<file path="config.mk">
export PLATFORM = sky130hd
export DESIGN_NAME = cla_multibeat_adder
export DESIGN_NICKNAME = d
export VERILOG_FILES = /design/src/rtl/cla_multibeat_adder.sv
export SDC_FILE = /design/constraint.sdc
export NUM_CORES = 1
export LEC_CHECK = 0
export BUFFER_PORTS_ARGS = -buffer_cell sky130_fd_sc_hd__buf_2
export CORE_MARGIN = 3
export CORE_UTILIZATION = 56
export CTS_CLUSTER_SIZE = 28
export DETAILED_ROUTE_END_ITERATION = 10
export HOLD_SLACK_MARGIN = 0.05
export MAX_ROUTING_LAYER = met4
export PLACE_DENSITY_LB_ADDON = 0.08
export SLEW_MARGIN = 20
export SYNTH_ARGS = -nofsm -noshare
export SYNTH_HDL_FRONTEND = slang
export SYNTH_HIERARCHICAL = 1
export SYNTH_SLANG_ARGS = --single-unit
</file>
<file path="constraint.sdc">
create_clock -name i_clk -period 14.7 [get_ports i_clk]
set_input_delay 0.735 -clock i_clk [delete_from_list [all_inputs] [get_ports i_clk]]
set_output_delay 0.735 -clock i_clk [all_outputs]
set_load 0.01 [all_outputs]
</file>
<file path="src/rtl/cla_multibeat_adder.sv">
// ============================================================================
// Module   : cla_multibeat_adder (with carry_lookahead_adder)
// Brief    : Wide adder that sums WIDTH-bit operands one BIT-wide slice per
//            clock through a single carry-lookahead slice adder.
// Revision : 1.0 - initial release
// ============================================================================
`default_nettype none

module carry_lookahead_adder #(
  parameter int BIT = 32
) (
  input  logic [BIT-1:0] i_a,
  input  logic [BIT-1:0] i_b,
  input  logic           i_cin,
  output logic [BIT-1:0] o_sum,
  output logic           o_cout
);
  logic [BIT-1:0] w_g;
  logic [BIT-1:0] w_p;
  logic [BIT:0]   w_c;
  logic           w_acc;
  logic           w_pp;

  assign w_g = i_a & i_b;
  assign w_p = i_a ^ i_b;

  // Each carry is formed directly from generate/propagate terms, not rippled.
  always_comb begin
    w_c    = '0;
    w_c[0] = i_cin;
    w_acc  = 1'b0;
    w_pp   = 1'b0;
    for (int i = 0; i < BIT; i++) begin
      w_acc = w_g[i];
      w_pp  = w_p[i];
      for (int j = i - 1; j >= 0; j--) begin
        w_acc = w_acc | (w_pp & w_g[j]);
        w_pp  = w_pp & w_p[j];
      end
      w_acc      = w_acc | (w_pp & i_cin);
      w_c[i + 1] = w_acc;
    end
  end

  assign o_sum  = w_p ^ w_c[BIT-1:0];
  assign o_cout = w_c[BIT];
endmodule

module cla_multibeat_adder #(
  parameter int WIDTH = 128,
  parameter int BIT   = 32
) (
  input  logic             i_clk,
  input  logic             i_rst,
  input  logic             i_valid,
  output logic             o_ready,
  input  logic [WIDTH-1:0] i_data_a,
  input  logic [WIDTH-1:0] i_data_b,
  input  logic             i_carry,
  output logic             o_valid,
  input  logic             i_ready,
  output logic [WIDTH-1:0] o_data_s,
  output logic             o_carry
);
  localparam int NBEAT = WIDTH / BIT;
  localparam int CNT_W = (NBEAT > 1) ? $clog2(NBEAT) : 1;
  localparam logic [CNT_W-1:0] LAST_BEAT = CNT_W'(NBEAT - 1);

  localparam logic [1:0] S_IDLE = 2'd0;
  localparam logic [1:0] S_CALC = 2'd1;
  localparam logic [1:0] S_DONE = 2'd2;

  logic [1:0]       state_q, state_d;
  logic [CNT_W-1:0] cnt_q, cnt_d;
  logic [WIDTH-1:0] a_q, a_d;
  logic [WIDTH-1:0] b_q, b_d;
  logic             carry_q, carry_d;
  logic [WIDTH-1:0] sum_q, sum_d;
  logic             cout_q, cout_d;

  logic [BIT-1:0]   w_cla_a;
  logic [BIT-1:0]   w_cla_b;
  logic [BIT-1:0]   w_cla_sum;
  logic             w_cla_cout;

  // State register
  always_ff @(posedge i_clk or posedge i_rst) begin
    if (i_rst) state_q <= S_IDLE;
    else       state_q <= state_d;
  end

  // Next-state logic
  always_comb begin
    state_d = state_q;
    case (state_q)
      S_IDLE:  if (i_valid)              state_d = S_CALC;
      S_CALC:  if (cnt_q == LAST_BEAT)   state_d = S_DONE;
      S_DONE:  if (i_ready)              state_d = S_IDLE;
      default:                           state_d = S_IDLE;
    endcase
  end

  // Outputs decode from state and registers only
  always_comb begin
    o_ready  = (state_q == S_IDLE);
    o_valid  = (state_q == S_DONE);
    o_data_s = sum_q;
    o_carry  = cout_q;
  end

  always_comb begin
    w_cla_a = '0;
    w_cla_b = '0;
    for (int k = 0; k < NBEAT; k++) begin
      if (cnt_q == CNT_W'(k)) begin
        w_cla_a = a_q[k*BIT +: BIT];
        w_cla_b = b_q[k*BIT +: BIT];
      end
    end
  end

  carry_lookahead_adder #(
    .BIT (BIT)
  ) u_cla (
    .i_a    (w_cla_a),
    .i_b    (w_cla_b),
    .i_cin  (carry_q),
    .o_sum  (w_cla_sum),
    .o_cout (w_cla_cout)
  );

  always_comb begin
    cnt_d   = cnt_q;
    a_d     = a_q;
    b_d     = b_q;
    carry_d = carry_q;
    sum_d   = sum_q;
    cout_d  = cout_q;
    case (state_q)
      S_IDLE: begin
        if (i_valid) begin
          a_d     = i_data_a;
          b_d     = i_data_b;
          carry_d = i_carry;
          cnt_d   = '0;
        end
      end
      S_CALC: begin
        for (int k = 0; k < NBEAT; k++) begin
          if (cnt_q == CNT_W'(k)) sum_d[k*BIT +: BIT] = w_cla_sum;
        end
        carry_d = w_cla_cout;
        // The counter parks on the last beat instead of wrapping.
        if (cnt_q == LAST_BEAT) cout_d = w_cla_cout;
        else                    cnt_d  = cnt_q + CNT_W'(1);
      end
      default: ;
    endcase
  end

  always_ff @(posedge i_clk or posedge i_rst) begin
    if (i_rst) begin
      cnt_q   <= '0;
      a_q     <= '0;
      b_q     <= '0;
      carry_q <= 1'b0;
      sum_q   <= '0;
      cout_q  <= 1'b0;
    end else begin
      cnt_q   <= cnt_d;
      a_q     <= a_d;
      b_q     <= b_d;
      carry_q <= carry_d;
      sum_q   <= sum_d;
      cout_q  <= cout_d;
    end
  end
endmodule

`default_nettype wire

</file>
==> implementation parameters, run 1 <==
Parameter                              Value

GRT
  Number of antenna violations at the first check in global routing    13
  Aggregate global routing overflow    0
  Via count of the first global-routing pass    13310
  GRT Resource Usage Total    28.49%
  Maximum number of pins on one net before global-route repair    122
  Wire length of the first global-routing pass    79010 um

Timing
  Worst clock skew    0.01997 ns
  Setup total negative slack    0 ns
  Portion of the clock cycle consumed by the worst path in the final layout    37.30%
  Max Transition Viols Final    0
  Post-layout min period    5.482 ns
  Final Hold Viols    0
  Setup repair after global routing missed its margin    false
  Final setup viols    0
  Maximum operating frequency    182.4 MHz
  Headroom to the max-slew limit    25.65%
  Worst-margin pin slew    1.115 ns

Synthesis
  YS warnings    6
  Share of flip-flops with an asynchronous set or reset    100.0%
  Instance count of the mapped netlist    1409
  Post-synthesis area per instance    13.89 um^2
  Top flip-flop cell by instance count after synthesis    sky130_fd_sc_hd__dfrtp_1
  Summed instance area of the synthesized netlist    0.01957 mm^2
  Sequential fraction of the synthesis area    49.86%
  Post-synthesis sequential element count    390
  Distinct cell type count of the synthesized netlist    62
  Synth area leaders    sky130_fd_sc_hd__dfrtp_1 50%, sky130_fd_sc_hd__mux2_4 18%, sky130_fd_sc_hd__mux2_2 8.3%
  Net count of the mapped netlist    1708
  Post-synth top area share    49.86%
  Area leader, netlist    sky130_fd_sc_hd__dfrtp_1
  Number of flops mapped to enable cells by yosys    0

CTS
  Worst skew pair latency    0.54 ns
  Max H-tree Level    2
  Buffer depth of the longest clock path    3
  Clock-pin slew reported for the worst setup and hold paths after clock tree synthesis    0.06 ns
  Number of clock sinks    390
  Number of buffers added for setup after CTS    0
  Clock tree from TritonCTS    done
  Cts bufs inserted    41
  Clock tree root buffer cell    sky130_fd_sc_hd__clkbuf_16
  Count of instances resized after the clock tree is built    0
  Hold buffer count at cts    0

Floorplan
  Top-Level Pins    392
  Row Count    67
  CORE AREA    0.03395 mm^2
  Die height    193.0 um
  Initial Util    57.65%
  Total Die Area    0.03723 mm^2
  Die W    193.0 um

Detailed routing
  Post-route DRC    0
  Via count    13070
  Count of routing violations after the opening detailed-route iteration    786
  DRT Pass-1 Iters    7
  Post-DRT Antenna Nets    0
  Top routing layer used    met4
  Detailed-route wire length    52260 um
  Met2 Routed Length    22810 um
  Routed wire length on met3    3867 um
  Per-cell routed wire length    23.11 um
  Sum of routed wire segments on met1    24290 um
  Detail-routed via count per cell    5.779

Job
  Total of max-cap violations    0

Placed design
  Detailed placement HPWL    37120 um
  Area post-placement    0.02149 mm^2
  Count of buffers from port buffering    391
  Routability congestion estimate    0.8973

Setup path
  Biggest fanout along the worst timing path    66
  Setup crit end kind    register
  Crit start category    register
  Data required time of the worst path    15.16 ns
  Crit Path Class    register to register
  Slack of the worst reg-to-reg path    9.22 ns
  CP Data Arrival Time    5.94 ns

Finish
  Most used cells in the layout excluding fill and tap cells    391 x sky130_fd_sc_hd__buf_2, 390 x sky130_fd_sc_hd__dfrtp_1, 240 x sky130_fd_sc_hd__mux2_4
  Area grow syn2layout    17.06%
  Most frequent standard cell in the layout excluding fill and tap cells    sky130_fd_sc_hd__buf_2
  Nets    2072
  Final Cell Area    0.02291 mm^2
  Fraction of layout cells with a size suffix above 1    49.03%

Status
  Status    finished, final reports clean

Min path
  Kind of path behind the tightest hold check    input port to asynchronous set/reset pin
==> synthesized netlist by cell type (all sizes together), types with 8 or more instances <==
cell type  number
xnor2          17
buf            64
nor3b          63
and3            8
clkbuf         25
nand2          27
a211oi         12
o21ai          18
nand3          15
a22oi          65
nor3            8
mux2          385
dfrtp         390
inv            71
ha             37
a21o           11
a21oi          38
nor2           29
a221oi         62
==> sequential cells by signal (all words and copies together) (netlist names) <==
name      flops
a_q         128
b_q         128
o_data_s    128
cnt_q         2
state_q       2
carry_q       1
o_carry       1
==> per-stage QoR <==
stage               hold WS [ns]  setup slack (ns)  std cells  util [%]
floorplan                 0.4813             3.124       1409         -
global placement          0.4825             9.513       2177     63.29
detailed placement        0.4876             9.396       2177     63.29
CTS                       0.3554             9.360       2248     67.31
global route              0.3946             8.854       2261     67.48
finish                    0.3016             9.218       2261     67.48
==> area by class of cell <==
cell class,count,area [um^2]
Fill cell,2557,11040
Sequential cell,390,9759
Multi-Input combinational cell,859,8802
Timing Repair Buffer,410,2120
Clock buffer,58,1212
Tap cell,448,560.5
Inverter,71,274.0
Clock inverter,13,152.6
Antenna cell,12,30.03
==> worst paths after layout <==
kind                                from             to  cells after the start
setup / recovery                cnt_q[1]   o_data_s[86]                     15
hold / removal                     i_rst  o_data_s[103]                      2
setup reg to reg                cnt_q[1]   o_data_s[86]                     15
hold reg to reg            o_data_s[103]  o_data_s[103]                      1
max in group asynchronous          i_rst        a_q[46]                      5
min in group i_clk               i_ready     state_q[1]                      2
==> worst max-delay path, cell delays in order (launching register included) <==
cell and delay (ns):
sky130_fd_sc_hd__dfrtp_1 0.45, sky130_fd_sc_hd__inv_1 0.13, sky130_fd_sc_hd__ha_4 0.17, sky130_fd_sc_hd__buf_4 0.37, sky130_fd_sc_hd__nor2b_4 0.19, sky130_fd_sc_hd__buf_4 0.64, sky130_fd_sc_hd__a22oi_1 0.15, sky130_fd_sc_hd__a221oi_1 0.54
sky130_fd_sc_hd__ha_1 0.39, sky130_fd_sc_hd__nand3_1 0.11, sky130_fd_sc_hd__o22ai_1 0.27, sky130_fd_sc_hd__nor3_1 0.11, sky130_fd_sc_hd__a2111oi_1 0.86, sky130_fd_sc_hd__o221ai_1 0.29, sky130_fd_sc_hd__xnor2_1 0.42, sky130_fd_sc_hd__mux2_2 0.24
==> per-layer routing <==
layer,vias to the layer above,GRT usage [%]
met1,6589,41.70
met4,0,7.622
met3,81,5.352
met5,-,-
met2,482,41.16
li1,5914,-
==> kinds of logic after synthesis <==
family	share of synthesized area, %
compound gates	9.212
xor+xnor	1.029
fa+ha+maj	2.468
buf+inv	5.383
flops	49.86
mux	26.86
simple gates	5.191
Power of run 1 is left out: the tool's default activity adds up to more than one toggle a clock period on the data nets, which glitch-free logic cannot reach.
==> inputs of run 2 (changes only) <==
- ABC_AREA: default -> 1
- CORE_UTILIZATION: 56 -> 51
- clock period: 14.7 -> 4.55 ns (I/O delays scaled with it)
==> run 2 against run 1 <==
  * Synthesized cell count up 91%
  * Sequential cell count unchanged
  * Die area up 12%
  * Final area up 15%
  * Synthesized area up 2.4%
==> implementation parameters, run 2 <==
Parameter                              Value

Status
  Status    finished, final reports clean (unchanged)

Synthesis
  Top flip-flop cell by instance count after synthesis    sky130_fd_sc_hd__dfrtp_1 (unchanged)
  Instance count of the mapped netlist    2698 (was 1409)
  Post-synth top area share    48.70% (was 49.86%)
  Net count of the mapped netlist    2997 (was 1708)
  Synth area leaders    sky130_fd_sc_hd__dfrtp_1 49%, sky130_fd_sc_hd__nand2_1 20%, sky130_fd_sc_hd__nand3_1 9.2% (was sky130_fd_sc_hd__dfrtp_1 50%, sky130_fd_sc_hd__mux2_4 18%, sky130_fd_sc_hd__mux2_2 8.3%)
  Library cell with the highest instance count after synthesis    sky130_fd_sc_hd__nand2_1 (was sky130_fd_sc_hd__dfrtp_1)
  Sequential fraction of the synthesis area    48.70% (was 49.86%)
  Commonest cells in the synthesized netlist    1092 x sky130_fd_sc_hd__nand2_1, 390 x sky130_fd_sc_hd__dfrtp_1, 370 x sky130_fd_sc_hd__nand3_1 (was 390 x sky130_fd_sc_hd__dfrtp_1, 240 x sky130_fd_sc_hd__mux2_4, 145 x sky130_fd_sc_hd__mux2_2)
  Distinct cell type count of the synthesized netlist    40 (was 62)
  Post-synthesis sequential element count    390 (unchanged)
  Number of flops mapped to enable cells by yosys    0 (unchanged)
  Share of flip-flops with an asynchronous set or reset    100.0% (unchanged)
  YS warnings    6 (unchanged)
  Area leader, netlist    sky130_fd_sc_hd__dfrtp_1 (unchanged)
  Summed instance area of the synthesized netlist    0.02004 mm^2 (was 0.01957 mm^2)
  Post-synthesis area per instance    7.427 um^2 (was 13.89 um^2)

Setup path
  Crit start category    register (unchanged)
  Biggest fanout along the worst timing path    51 (was 66)
  Worst Setup SP    cnt_q[0] (was cnt_q[1])
  Crit Path Class    register to register (unchanged)
  Data required time of the worst path    4.95 ns (was 15.16 ns)
  Largest incremental delay on the critical path    0.44 ns (was 0.86 ns)
  CP Data Arrival Time    4.51 ns (was 5.94 ns)
  Critical-path top delay cell    sky130_fd_sc_hd__dfrtp_1 (was sky130_fd_sc_hd__a2111oi_1)
  Most prevalent standard cell on the critical path    sky130_fd_sc_hd__nand2_1 (was sky130_fd_sc_hd__buf_4)
  Setup crit end kind    register (unchanged)
  Worst-path cell chain    inv_1 > ha_4 > buf_12 > a21oi_1 > nand2_1 > nand2_1 > nand2_1 > ha_1 > nand2_1 > inv_1 > nand2_1 > inv_1 > a21oi_1 > nand2_1 > nor2_1 > nand2_2 > nand2_1 > nand2_1 > nand2_1 > nand2_1 > inv_1 > o21ai_1 (was inv_1 > ha_4 > buf_4 > nor2b_4 > buf_4 > a22oi_1 > a221oi_1 > ha_1 > nand3_1 > o22ai_1 > nor3_1 > a2111oi_1 > o221ai_1 > xnor2_1 > mux2_2)
  Worst flop-to-flop path startpoint    cnt_q[0] (was cnt_q[1])

CTS
  Number of buffers added for setup after CTS    0 (unchanged)
  Buffer depth of the longest clock path    3 (unchanged)
  Count of instances resized after the clock tree is built    0 (unchanged)
  Clock tree root buffer cell    sky130_fd_sc_hd__clkbuf_16 (unchanged)
  Clock tree from TritonCTS    done (unchanged)
  Number of clock sinks    390 (unchanged)
  Cts bufs inserted    41 (unchanged)
  Clock-pin slew reported for the worst setup and hold paths after clock tree synthesis    0.06 ns (about the same)
  Max H-tree Level    2 (unchanged)
  Worst skew pair latency    0.57 ns (was 0.54 ns)

GRT
  Maximum number of pins on one net before global-route repair    185 (was 122)
  Number of antenna violations at the first check in global routing    4 (was 13)
  GRT Resource Usage Total    37.70% (was 28.49%)
  Aggregate global routing overflow    0 (unchanged)
  Via count of the first global-routing pass    20940 (was 13310)
  Wire length of the first global-routing pass    119100 um (was 79010 um)

Floorplan
  Initial Util    52.46% (was 57.65%)
  Die W    204.2 um (was 193.0 um)
  Top-Level Pins    392 (unchanged)
  Total Die Area    0.04170 mm^2 (was 0.03723 mm^2)
  CORE AREA    0.03820 mm^2 (was 0.03395 mm^2)
  Die height    204.2 um (was 193.0 um)
  Row Count    71 (was 67)

Power
  Static leakage power    14.31 nW
  Largest vdd supply drop    546.9 uV
  Cell Pwr Density    903.2 mW/mm^2

Finish
  Nets    3568 (was 2072)
  Most frequent standard cell in the layout excluding fill and tap cells    sky130_fd_sc_hd__nand2_1 (was sky130_fd_sc_hd__buf_2)
  Layout fillers    3050 (was 2557)
  Most used cells in the layout excluding fill and tap cells    1090 x sky130_fd_sc_hd__nand2_1, 390 x sky130_fd_sc_hd__dfrtp_1, 390 x sky130_fd_sc_hd__buf_2 (was 391 x sky130_fd_sc_hd__buf_2, 390 x sky130_fd_sc_hd__dfrtp_1, 240 x sky130_fd_sc_hd__mux2_4)
  Area taken by flip-flops and latches    0.009759 mm^2 (unchanged)
  Fraction of layout cells with a size suffix above 1    16.54% (was 49.03%)
  Area grow syn2layout    31.38% (was 17.06%)
  Multi-input logic area    0.008926 mm^2 (was 0.008802 mm^2)

Placed design
  Detailed placement HPWL    50550 um (was 37120 um)
  DP Worst Slack    0.5627 ns (was 9.396 ns)
  Count of buffers from port buffering    391 (unchanged)
  Routability congestion estimate    1.049 (was 0.8973)

Timing
  Portion of the clock cycle consumed by the worst path in the final layout    90.29% (was 37.30%)
  Worst hold slack after final layout    0.2339 ns (was 0.3016 ns)
  Final Hold Viols    0 (unchanged)
  Headroom to the max-slew limit    25.73% (was 25.65%)
  Worst-margin pin slew    1.114 ns (was 1.115 ns)
  Smallest setup slack after layout    0.4417 ns (was 9.218 ns)
  Maximum operating frequency    243.4 MHz (was 182.4 MHz)
  Post-layout min period    4.108 ns (was 5.482 ns)
  Setup total negative slack    0 ns (unchanged)
  Max Transition Viols Final    0 (unchanged)
  Setup repair after global routing missed its margin    false (unchanged)
  Final setup viols    0 (unchanged)
  Worst clock skew    0.02345 ns (was 0.01997 ns)

Detailed routing
  Per-cell routed wire length    20.16 um (was 23.11 um)
  DRT Pass-1 Iters    6 (was 7)
  Via count    21500 (was 13070)
  Detailed-route wire length    76840 um (was 52260 um)
  Count of routing violations after the opening detailed-route iteration    2264 (was 786)
  Detail-routed via count per cell    5.642 (was 5.779)
  Post-DRT Antenna Nets    0 (unchanged)
  Post-route DRC    0 (unchanged)

Min path
  Source of the worst hold timing path    i_valid
  Kind of path behind the tightest hold check    input port to register (was input port to asynchronous set/reset pin)

Job
  Total of max-cap violations    0 (unchanged)
## run 2: path summary, 6_finish.rpt
| check | end | depth (start not counted) | slack, ns |
|---|---|---|---|
| hold / removal | b_q[27] | 3 | 0.23 |
| min in group asynchronous | o_data_s[97] | 3 | 0.36 |
| setup / recovery | o_data_s[127] | 22 | 0.44 |
| hold reg to reg | b_q[98] | 2 | 0.47 |
| max in group asynchronous | b_q[2] | 4 | 2.92 |
| setup reg to reg | o_data_s[127] | 22 | 0.44 |
## run 2: final cells by class
class | instances | area share (%)
clock buffers | 58 | 4.482
inverters | 180 | 2.581
repair buffers | 692 | 18.89
well taps | 511 | 2.429
multi-input cells | 1964 | 33.91
clock inverters | 12 | 0.6036
diodes | 4 | 0.03802
flip-flops and latches | 390 | 37.07
## run 2: logic make-up (layout without fill, tap and decap cells)
group | after synthesis | after routing | synth area share, %
DFF | 390 | 390 | 48.70
and+or+nand+nor | 1587 | 1587 | 32.91
other | 0 | 4 | 0
adders and majority gates | 38 | 38 | 2.410
AOI/OAI and AO/OA | 323 | 323 | 8.261
buffers and inverters | 344 | 942 | 7.018
xor gates and xnor gates | 16 | 16 | 0.6994
## run 2: where the power goes
part	switching, mW	internal (mW)
Clock	1.41	1.98
Combinational	10.1	4.11
Sequential	1.03	5.12
Total	12.6	11.2
## run 2: metrics by stage
| step | power (mW) | instance area [um^2] | util, % | cells |
|---|---|---|---|---|
| after floorplan | 14.80 | 20040 | - | 2698 |
| after detailed placement | 19.80 | 22390 | 58.60 | 3478 |
| final | 23.78 | 26330 | 68.92 | 3811 |
| after global routing | 25.45 | 26330 | 68.92 | 3811 |
| after CTS | 23.45 | 26320 | 68.89 | 3807 |
| after global placement | 19.66 | 22390 | 58.60 | 3478 |
## run 2: worst max-delay path: cells and delay by family (launching register included)
kind | cells | cell delay (ns)
fa+ha+maj | 2 | 0.70
buf+inv | 5 | 0.76
simple gates | 12 | 1.48
flops | 1 | 0.44
compound gates | 3 | 0.50
## run 2: layer usage
metal | global-route usage [%] | vias to the layer above | part of all wire, %
li1 | - | 9794 | -
met4 | 19.46 | 0 | 5.9
met2 | 57.78 | 1294 | 46
met5 | - | - | 0
met3 | 5.367 | 282 | 8.3
met1 | 49.20 | 10130 | 40
## run 2: repair_timing
item | CTS | global route
endpoints found under the hold margin | 283 | 0
setup endpoints to repair | 0 | 0
hold buffers | 259 | 0
Note: power is estimated with default switching activity, not from simulation.
